[config.mk]
export PLATFORM = sky130hd
export DESIGN_NAME = fir_feeder
export DESIGN_NICKNAME = d
export VERILOG_FILES = /design/src/rtl/fir_pkg.sv /design/src/rtl/fir_sample_fifo.sv /design/src/rtl/fir_feeder.sv
export SDC_FILE = /design/constraint.sdc
export NUM_CORES = 1
export LEC_CHECK = 0
export ABC_CLOCK_PERIOD_IN_PS = 3000
export CAP_MARGIN = 20
export CORE_AREA = 2 2 97 99
export CTS_BUF_LIST = sky130_fd_sc_hd__clkbuf_2 sky130_fd_sc_hd__clkbuf_4 sky130_fd_sc_hd__clkbuf_8
export CTS_CLUSTER_SIZE = 12
export DETAILED_ROUTE_END_ITERATION = 16
export DIE_AREA = 0 0 99 101
export PLACE_DENSITY = 0.77
export SLEW_MARGIN = 20
export SYNTH_ARGS = -nofsm -noshare
export SYNTH_HDL_FRONTEND = slang
export SYNTH_HIERARCHICAL = 1
export SYNTH_SLANG_ARGS = --single-unit
export TNS_END_PERCENT = 5
[constraint.sdc]
create_clock -name clk -period 3 [get_ports clk]
set_clock_uncertainty 0.1 [all_clocks]
set_input_delay 0.6 -clock clk [delete_from_list [all_inputs] [get_ports clk]]
set_output_delay 0.6 -clock clk [all_outputs]
set_load 0.1 [all_outputs]
[src/rtl/fir_pkg.sv]
// Constants and state type shared by the feeder and the FIR datapath.
package fir_pkg;

    localparam int unsigned TAPS   = 16;
    localparam int unsigned LANES  = 4;
    localparam int unsigned PASSES = TAPS / LANES;
    localparam int unsigned DATA_W = 16;

    typedef enum logic [1:0] {
        IDLE,
        WIND,
        RUN
    } feeder_state_t;

endpackage

[src/rtl/fir_sample_fifo.sv]
// Synchronous sample FIFO; head is visible combinationally at the read pointer.
module fir_sample_fifo #(
    parameter int unsigned DEPTH = 4,
    parameter int unsigned WIDTH = 16
) (
    input  logic                   clk,
    input  logic                   rst,
    input  logic                   push,
    input  logic                   pop,
    input  logic [WIDTH-1:0]       wdata,
    output logic [WIDTH-1:0]       head,
    output logic                   full,
    output logic                   empty,
    output logic [$clog2(DEPTH):0] level
);

    localparam int unsigned AW = $clog2(DEPTH);
    localparam int unsigned LW = AW + 1;

    logic [WIDTH-1:0] mem [DEPTH];
    logic [AW-1:0]    wr_ptr;
    logic [AW-1:0]    rd_ptr;
    logic [LW-1:0]    count;
    logic             push_ok;
    logic             pop_ok;

    assign full    = (count == LW'(DEPTH));
    assign empty   = (count == '0);
    assign level   = count;
    assign head    = mem[rd_ptr];
    assign push_ok = push & ~full;
    assign pop_ok  = pop & ~empty;

    always_ff @(posedge clk) begin
        if (push_ok) begin
            mem[wr_ptr] <= wdata;
        end
    end

    // Pointers wrap naturally because DEPTH is a power of two.
    always_ff @(posedge clk) begin
        if (rst) begin
            wr_ptr <= '0;
            rd_ptr <= '0;
            count  <= '0;
        end else begin
            if (push_ok) begin
                wr_ptr <= wr_ptr + AW'(1);
            end
            if (pop_ok) begin
                rd_ptr <= rd_ptr + AW'(1);
            end
            case ({push_ok, pop_ok})
                2'b10:   count <= count + LW'(1);
                2'b01:   count <= count - LW'(1);
                default: count <= count;
            endcase
        end
    end

endmodule

[src/rtl/fir_feeder.sv]
// Sequences coefficient frames and buffered samples onto the FIR wind/load/compute pins.
module fir_feeder #(
    parameter int unsigned TAPS  = fir_pkg::TAPS,
    parameter int unsigned LANES = fir_pkg::LANES,
    parameter int unsigned DEPTH = 4
) (
    input  logic                   clk,
    input  logic                   rst,
    input  logic                   coef_valid,
    input  logic [15:0]            coef_data,
    output logic                   coef_ready,
    input  logic                   samp_valid,
    input  logic [15:0]            samp_data,
    output logic                   samp_ready,
    output logic                   fir_wind,
    output logic                   fir_load,
    output logic                   fir_in_valid,
    output logic [15:0]            fir_data,
    output logic                   coef_loaded,
    output logic [$clog2(DEPTH):0] fifo_level
);

    import fir_pkg::*;

    localparam int unsigned PASSES_N = TAPS / LANES;
    localparam int unsigned BW       = $clog2(TAPS + 1);
    localparam int unsigned PW       = $clog2(PASSES_N + 1);

    generate
        if ((TAPS % LANES) != 0) begin : g_bad_taps
            $error("fir_feeder: TAPS must be a multiple of LANES");
        end
        if (DEPTH < 2 || (DEPTH & (DEPTH - 1)) != 0) begin : g_bad_depth
            $error("fir_feeder: DEPTH must be a power of two, at least 2");
        end
    endgenerate

    feeder_state_t state;
    logic [BW-1:0] beat_cnt;
    logic [PW-1:0] pass_cnt;
    logic [15:0]   head;
    logic          full;
    logic          empty;
    logic          pop;
    logic          push;

    assign coef_ready = (state == IDLE) || (state == WIND);
    assign samp_ready = ~full;
    assign push       = samp_valid & samp_ready;
    // A pending coefficient beat in IDLE wins over dispatching a sample.
    assign pop        = (state == IDLE) & ~coef_valid & coef_loaded & ~empty;

    fir_sample_fifo #(
        .DEPTH (DEPTH),
        .WIDTH (16)
    ) u_fifo (
        .clk   (clk),
        .rst   (rst),
        .push  (push),
        .pop   (pop),
        .wdata (samp_data),
        .head  (head),
        .full  (full),
        .empty (empty),
        .level (fifo_level)
    );

    always_ff @(posedge clk) begin
        if (rst) begin
            state        <= IDLE;
            beat_cnt     <= '0;
            pass_cnt     <= '0;
            coef_loaded  <= 1'b0;
            fir_wind     <= 1'b0;
            fir_load     <= 1'b0;
            fir_in_valid <= 1'b0;
            fir_data     <= '0;
        end else begin
            fir_wind     <= 1'b0;
            fir_load     <= 1'b0;
            fir_in_valid <= (state == RUN);
            case (state)
                IDLE: begin
                    if (coef_valid) begin
                        fir_wind <= 1'b1;
                        fir_data <= coef_data;
                        beat_cnt <= BW'(1);
                        if (TAPS == 1) begin
                            coef_loaded <= 1'b1;
                        end else begin
                            state <= WIND;
                        end
                    end else if (pop) begin
                        fir_load <= 1'b1;
                        fir_data <= head;
                        pass_cnt <= '0;
                        state    <= RUN;
                    end
                end
                WIND: begin
                    if (coef_valid) begin
                        fir_wind <= 1'b1;
                        fir_data <= coef_data;
                        beat_cnt <= beat_cnt + BW'(1);
                        if (beat_cnt == BW'(TAPS - 1)) begin
                            state       <= IDLE;
                            coef_loaded <= 1'b1;
                        end
                    end
                end
                RUN: begin
                    pass_cnt <= pass_cnt + PW'(1);
                    if (pass_cnt == PW'(PASSES_N - 1)) begin
                        state <= IDLE;
                    end
                end
                default: state <= IDLE;
            endcase
        end
    end

endmodule

==> summary.txt, run 1 <==
Layout
  – Diodes inserted: 0
  – Final net count: between 400 and 500
  – Final Util: about three fifths
  – Layout Cells excl Fill: 500
  – Share of layout cells above drive strength 1: between 20% and 30%
  – Layout area overhead: 19.4%

Clock network
  – Clk Latency, worst-skew pair: 0.36 ns
  – Inserted Clock Buffers: 9
  – TritonCTS clock tree: done
  – CTS max path bufs: 2
  – Number of clock sinks: 103
  – Clock slew at reported path FFs: approximately 0.10 ns
  – Htree depth: 3
  – Quantity of hold-fixing buffers added after cts: 0
  – CTS Root Cell: clkbuf_8

Timing
  – Worst Tran Pin Value: 0.895 ns
  – Slew Limit Fails: 0
  – RSZ-0062 raised after global routing: false
  – Fmax: between 0.3 and 0.4 GHz
  – Max_slew headroom: around 40%
  – Crit share post-route: a little over nine tenths
  – Final hold vios: 0
  – Count of final setup violators: 0
  – Hold Slack: around 0.36 ns
  – Final worst path period need: slightly below 3 ns

Placement
  – Final HPWL DP: 5250 um
  – # port buffers: 60
  – Cells after DPL: roughly 480
  – GP Congestion: 0.767

Global route
  – Global Route Usage Sum: around 17%
  – Antenna violations before repair: 0
  – Largest net degree at the start of global routing: 43
  – First-pass GRT wire length: between 10000 and 15000 um
  – Vias in the first global route: 2706
  – Global route overflow: 0

Yosys
  – Netlist cell types: between 40 and 50
  – Number of flops mapped to enable cells by yosys: 64
  – Syn_nets: between 300 and 400
  – Top cell type's share of synthesized area: a little over two fifths
  – Count leader, synth: edfxtp_1
  – Fraction of registers with async set/reset: 0%
  – Top cells by area, synth: edfxtp_1 43%, dfxtp_1 17%, mux4_2 5.0%
  – Dominant synthesized flop cell: edfxtp_1
  – Synth Instances: ~320
  – Seq/Total Area, Yosys: between 60% and 70%
  – Post-Syn Area: about 4500 um2
  – Post-synth top cells: 64 x edfxtp_1, 39 x dfxtp_1, 27 x inv_1
  – Synth warn: 6
  – FF+latch count, synth: slightly above 100
  – Syn avg cell area: around 14 um2
  – Largest area contributor in the netlist: edfxtp_1

Hold path
  – Hold Path Depth: 2
  – Tightest Hold Check Type: reg -> reg

Route
  – Antenna Violating Nets Remaining: 0
  – Routed WL: 8200 um
  – Vias: 2761
  – Wire per inst: roughly 16 um
  – Iteration-0 DRC Markers: 137
  – DRC viols: 0
  – Via/cell ratio: ~5.5
  – TritonRoute pass-1 iters: 4

Power and ir drop
  – Int Pwr: ~2000 uW
  – Switching Power: 842 uW
  – Leakage: 0.00192 uW
  – Sw Share: 29.2%
  – Part of the power in registers: a little under three fifths
  – Clock power frac: approximately 30%
  – Pwr/cell area: 541 nW/um2
  – Peak supply drop: slightly above 0.3 mV
  – Logic pwr share: around 15%

Setup path
  – Crit end category: flip-flop
  – Path depth of the worst reg2reg path: 12
  – CP Class: in -> reg
  – Arrival @ worst endpoint: between 3 and 4 ns
  – Kind of start point of the critical path: input pin
  – Crit-path max FO: 2
  – Crit path required time: roughly 3.2 ns

Floorplan
  – Core box area: approximately 9000 um2
  – Die W: 99 um
  – Row count: 35
  – Die Y: 101 um
  – IO Pins: around 60
  – Initial core utilization: between 40% and 50%
  – Die area: 10000 um2

Status
  – Status: finished clean

Flow run
  – Max Cap Viol: 0
timing repair:
item                       4_1_cts  5_1_grt
setup endpoints to repair        0        1
resized for setup                0        2
buffers inserted                 0        0
per-layer routing:
layer,GRT usage (%),part of all wire [%],up-vias
met4,6.01,1.1,0
met5,0,0,-
li1,-,-,1341
met2,26.9,48,71
met1,24.6,47,1339
met3,2.84,4.4,10
registers in the layout (all words and copies together) (netlist names), named ones only:
signal,cells
beat_cnt,5
coef_loaded,1
fir_data,16
fir_in_valid,1
fir_load,1
fir_wind,1
pass_cnt,3
state,2
u_fifo/level,3
u_fifo/mem,64
u_fifo/rd_ptr,2
u_fifo/wr_ptr,2
cells in the final DEF, fill, tap and decap left out, types with 2 or more instances in the layout:
cell type	synthesis	final
edfxtp_1	64	64
buf_4	1	38
dfxtp_1	39	35
clkdlybuf4s50_1	0	34
inv_1	27	27
o21ai_0	21	21
nor3_1	19	19
o32a_1	15	15
a211oi_2	14	14
nor2_1	13	12
a21oi_1	10	10
mux4_2	10	10
ha_1	9	9
clkbuf_8	0	9
nand2b_1	7	6
mux4_1	6	6
nand2_1	4	4
or3_1	4	4
and2_1	4	4
and3_1	3	3
nor2b_1	3	3
a211oi_1	3	3
xor2_1	3	3
dfxtp_4	0	3
or3b_1	2	2
nor2b_2	2	2
nand3_1	2	2
or2b_1	2	2
nand3b_1	2	2
o31ai_1	2	2
inv_8	0	2
clkinv_8	0	2
inv_6	0	2
worst max-delay path, stage by stage:
cell and delay, ns:
clkdlybuf4s50_1 0.42, or3b_1 0.40, nand2b_4 0.16, nor2_2 0.09, o31ai_1 0.10, inv_1 0.07, ha_1 0.18, inv_1 0.07
fa_1 0.37, xor2_1 0.15, or3_1 0.31, a21oi_1 0.15
cell type report:
type,instances,area (um2)
clock buffers,9,124
fillers,696,3640
repair buffers,74,651
clock inverters,7,81.3
flip-flops and latches,103,2720
multi-input cells,169,1530
well taps,111,139
inverters,27,101
metrics by stage:
step                      TNS, ns  cell area, um2  worst slack (ns)  total power [uW]
after floorplan                 0            4480            0.0692              1920
after global placement     -0.181            5120            -0.181              2050
after detailed placement   -0.345            5120            -0.295              2050
after CTS                       0            5330            0.0977              2910
after global routing            0            5340           0.00363              2990
final                           0            5340             0.104              2890
power groups by stage:
stage	Sequential, uW	Combinational, uW	Clock (uW)
finish	1590	429	865
global route	1600	455	931
CTS	1590	431	890
detailed placement	1630	429	0
global placement	1620	425	0
floorplan	1770	155	0
cell families after synthesis:
family	Yosys count	share of synthesized area (%)
AOI/OAI and AO/OA	67	12.1
xor gates and xnor gates	3	0.588
adders and majority gates	10	2.97
buffers and inverters	50	5.60
DFF	103	60.5
muxes	17	8.79
and+or+nand+nor	72	9.46
path summary, 6_finish.rpt:
kind | from | end | slack, ns
max | coef_valid | u_fifo/level[2]$_SDFFE_PP0P_ | 0.10
min | beat_cnt[4]$_SDFFE_PP0P_ | beat_cnt[4]$_SDFFE_PP0P_ | 0.36
max reg2reg | u_fifo/level[0]$_SDFFE_PP0P_ | u_fifo/level[2]$_SDFFE_PP0P_ | 0.27
min reg2reg | beat_cnt[4]$_SDFFE_PP0P_ | beat_cnt[4]$_SDFFE_PP0P_ | 0.36
Power figures use the tool's default switching activity.
==> run 2: changes to the inputs <==
CAP_MARGIN = default   (was 20)
==> results of run 2 <==
Final layout, timing and power as in run 1 (identical DEF).
==> run 3: changes to the inputs <==
ABC_CLOCK_PERIOD_IN_PS = 2800   (was 3000)
CORE_AREA = 2 2 95 97   (was 2 2 97 99)
DIE_AREA = 0 0 97 99   (was 0 0 99 101)
clock period = 2.8 ns   (was 3 ns; I/O delays follow)
==> run 3 against run 2 <==
  * Clock power rose by 7.9%
  * Via count rose by 1.5%
  * Non-clock buffer count rose by 2
  * First-iteration DRC count did not move
  * Die area fell by 4.0%
  * Critical endpoint unchanged
==> summary.txt, run 3 (synthesized netlist as in run 1, its figures left out) <==
Route
  – Wire per inst: roughly 17 um
  – Wire length on met2: 4150 um
  – TritonRoute pass-1 iters: 4
  – Top layer in use: met4
  – M1 WL: 3880 um
  – Routed WL: approximately 8500 um
  – DRC viols: 0
  – Antenna Violating Nets Remaining: 0
  – Vias: ~2.8k
  – Met3 Wirelength: 386 um
  – Iteration-0 DRC Markers: 137
  – Via/cell ratio: 5.62

Clock network
  – TritonCTS clock tree: done
  – Number of clock sinks: just over 100
  – Clock slew at reported path FFs: 0.11 ns
  – CTS resizes: 0
  – CTS max path bufs: 2
  – Clk Latency, worst-skew pair: 0.37 ns
  – CTS Root Cell: clkbuf_8
  – # Post-CTS Setup Buffers: 0
  – Inserted Clock Buffers: 9
  – Htree depth: 3
  – Quantity of hold-fixing buffers added after cts: 0

Layout
  – Layout area overhead: 20.5%
  – Max reg flops: 64
  – Most frequent cells in the layout: 64 x edfxtp_1, 40 x buf_4, 35 x dfxtp_1
  – Commonest non-fill, non-tap cell in the layout: edfxtp_1
  – Regs by FF count: u_fifo/mem: 64 flops, fir_data: 16 flops, beat_cnt: 5 flops
  – Final net count: 432
  – Diodes inserted: 0
  – Largest Register: u_fifo/mem
  – Share of layout cells above drive strength 1: 25.3%
  – FILL cells: between 600 and 700

Global route
  – Global Route Usage Sum: between 15 and 20%
  – Global route overflow: 0
  – Antenna violations before repair: 0
  – Vias in the first global route: 2733
  – First-pass GRT wire length: about 14000 um
  – Largest net degree at the start of global routing: 38

Floorplan
  – Die area: 9600 um2
  – Core box area: around 8600 um2
  – IO Pins: about 60
  – Die Y: about 100 um
  – Die W: between 90 and 100 um
  – Row count: 34
  – Initial core utilization: approximately 52%

Power and ir drop
  – Clock power frac: a little under a third
  – Pwr/cell area: between 500 and 600 nW/um2
  – Logic pwr share: between 10% and 20%
  – Sw Share: 29.4%
  – Part of the power in registers: between 50% and 60%
  – Int Pwr: ~2200 uW
  – Leakage: between 0.0015 and 0.002 uW
  – Switching Power: approximately 910 uW
  – Peak supply drop: ~0.47 mV

Setup path
  – Crit-path max FO: 6
  – Path depth of the worst reg2reg path: 12
  – CP Class: reg -> reg
  – Crit path required time: 3.00 ns
  – Arrival @ worst endpoint: 2.82 ns
  – Crit end category: flip-flop
  – Kind of start point of the critical path: flip-flop

Timing
  – Crit share post-route: between 90% and 100%
  – Slew Limit Fails: 0
  – Min setup slack post-route: ~0.18 ns
  – Hold Slack: between 0.3 and 0.4 ns
  – Max_slew headroom: around 60%
  – Fmax: roughly 0.38 GHz
  – Final hold vios: 0
  – Final worst path period need: 2.62 ns
  – Count of final setup violators: 0
  – Worst Tran Pin Value: roughly 0.6 ns
  – RSZ-0062 raised after global routing: false

Placement
  – Setup WS pre-CTS: -0.300 ns
  – Final HPWL DP: 5430 um
  – # port buffers: 60
  – GP Congestion: 0.738

Flow run
  – Max Cap Viol: 0

Hold path
  – Tightest Hold Check Type: reg -> reg
  – Hold Path Depth: 2

Status
  – Status: finished clean
-- run 3: cell count changes in the layout (fill, tap and decap cells not counted), sizes merged --
| cell | change |
|---|---|
| buf | +2 |
| clkinv | +1 |
| clkdlybuf4s50 | -1 |
| inv | -1 |
| dlymetal6s2s | +1 |
-- run 3: stage by stage --
stage,setup TNS [ns],cell area (um2),power [uW],cells,utilization (%)
detailed placement,-0.422,5170,2210,483,60.5
floorplan,0,4520,2070,322,-
finish,0,5390,3110,499,63.0
CTS,0,5380,3130,499,62.9
global placement,-0.347,5170,2200,483,60.5
global route,0,5390,3220,499,63.0
-- run 3: cell type report --
type                    instances  area [um2]  share of cell area [%]
inverters                      27         101                    1.88
repair buffers                 76         668                    12.4
well taps                     108         135                    2.51
flip-flops and latches        103        2720                    50.4
clock inverters                 7        86.3                    1.60
clock buffers                   9         124                    2.30
multi-input cells             169        1560                    28.9
-- run 3: layer usage --
layer  vias up  GRT usage, %
met5         -             0
met4         0          6.83
met3         9          3.12
met2        69          30.7
met1      1384          24.4
li1       1341             -
-- run 3: final timing paths --
path / startpoint / end / slack [ns]
setup / recovery: u_fifo/level[0]$_SDFFE_PP0P_ / u_fifo/level[2]$_SDFFE_PP0P_ / 0.18
hold reg to reg: beat_cnt[4]$_SDFFE_PP0P_ / beat_cnt[4]$_SDFFE_PP0P_ / 0.36
setup reg to reg: u_fifo/level[0]$_SDFFE_PP0P_ / u_fifo/level[2]$_SDFFE_PP0P_ / 0.18
hold / removal: beat_cnt[4]$_SDFFE_PP0P_ / beat_cnt[4]$_SDFFE_PP0P_ / 0.36
-- run 3: power by group through the flow --
stage	Clock [uW]	Combinational (uW)	Sequential, uW
6_report	933	467	1710
5_1_grt	1010	494	1720
4_1_cts	954	470	1710
3_5_place_dp	0	468	1740
3_3_place_gp	0	460	1740
2_1_floorplan	0	169	1900
-- run 3: worst max-delay path: stages (launching register included) --
cell	delay, ns
dfxtp_4	0.42
nor3_4	0.07
or3b_4	0.39
nand2b_4	0.16
nor2_4	0.11
o31ai_2	0.08
inv_1	0.06
ha_2	0.17
inv_1	0.05
fa_2	0.33
xor2_1	0.16
or3_1	0.32
a21oi_1	0.14
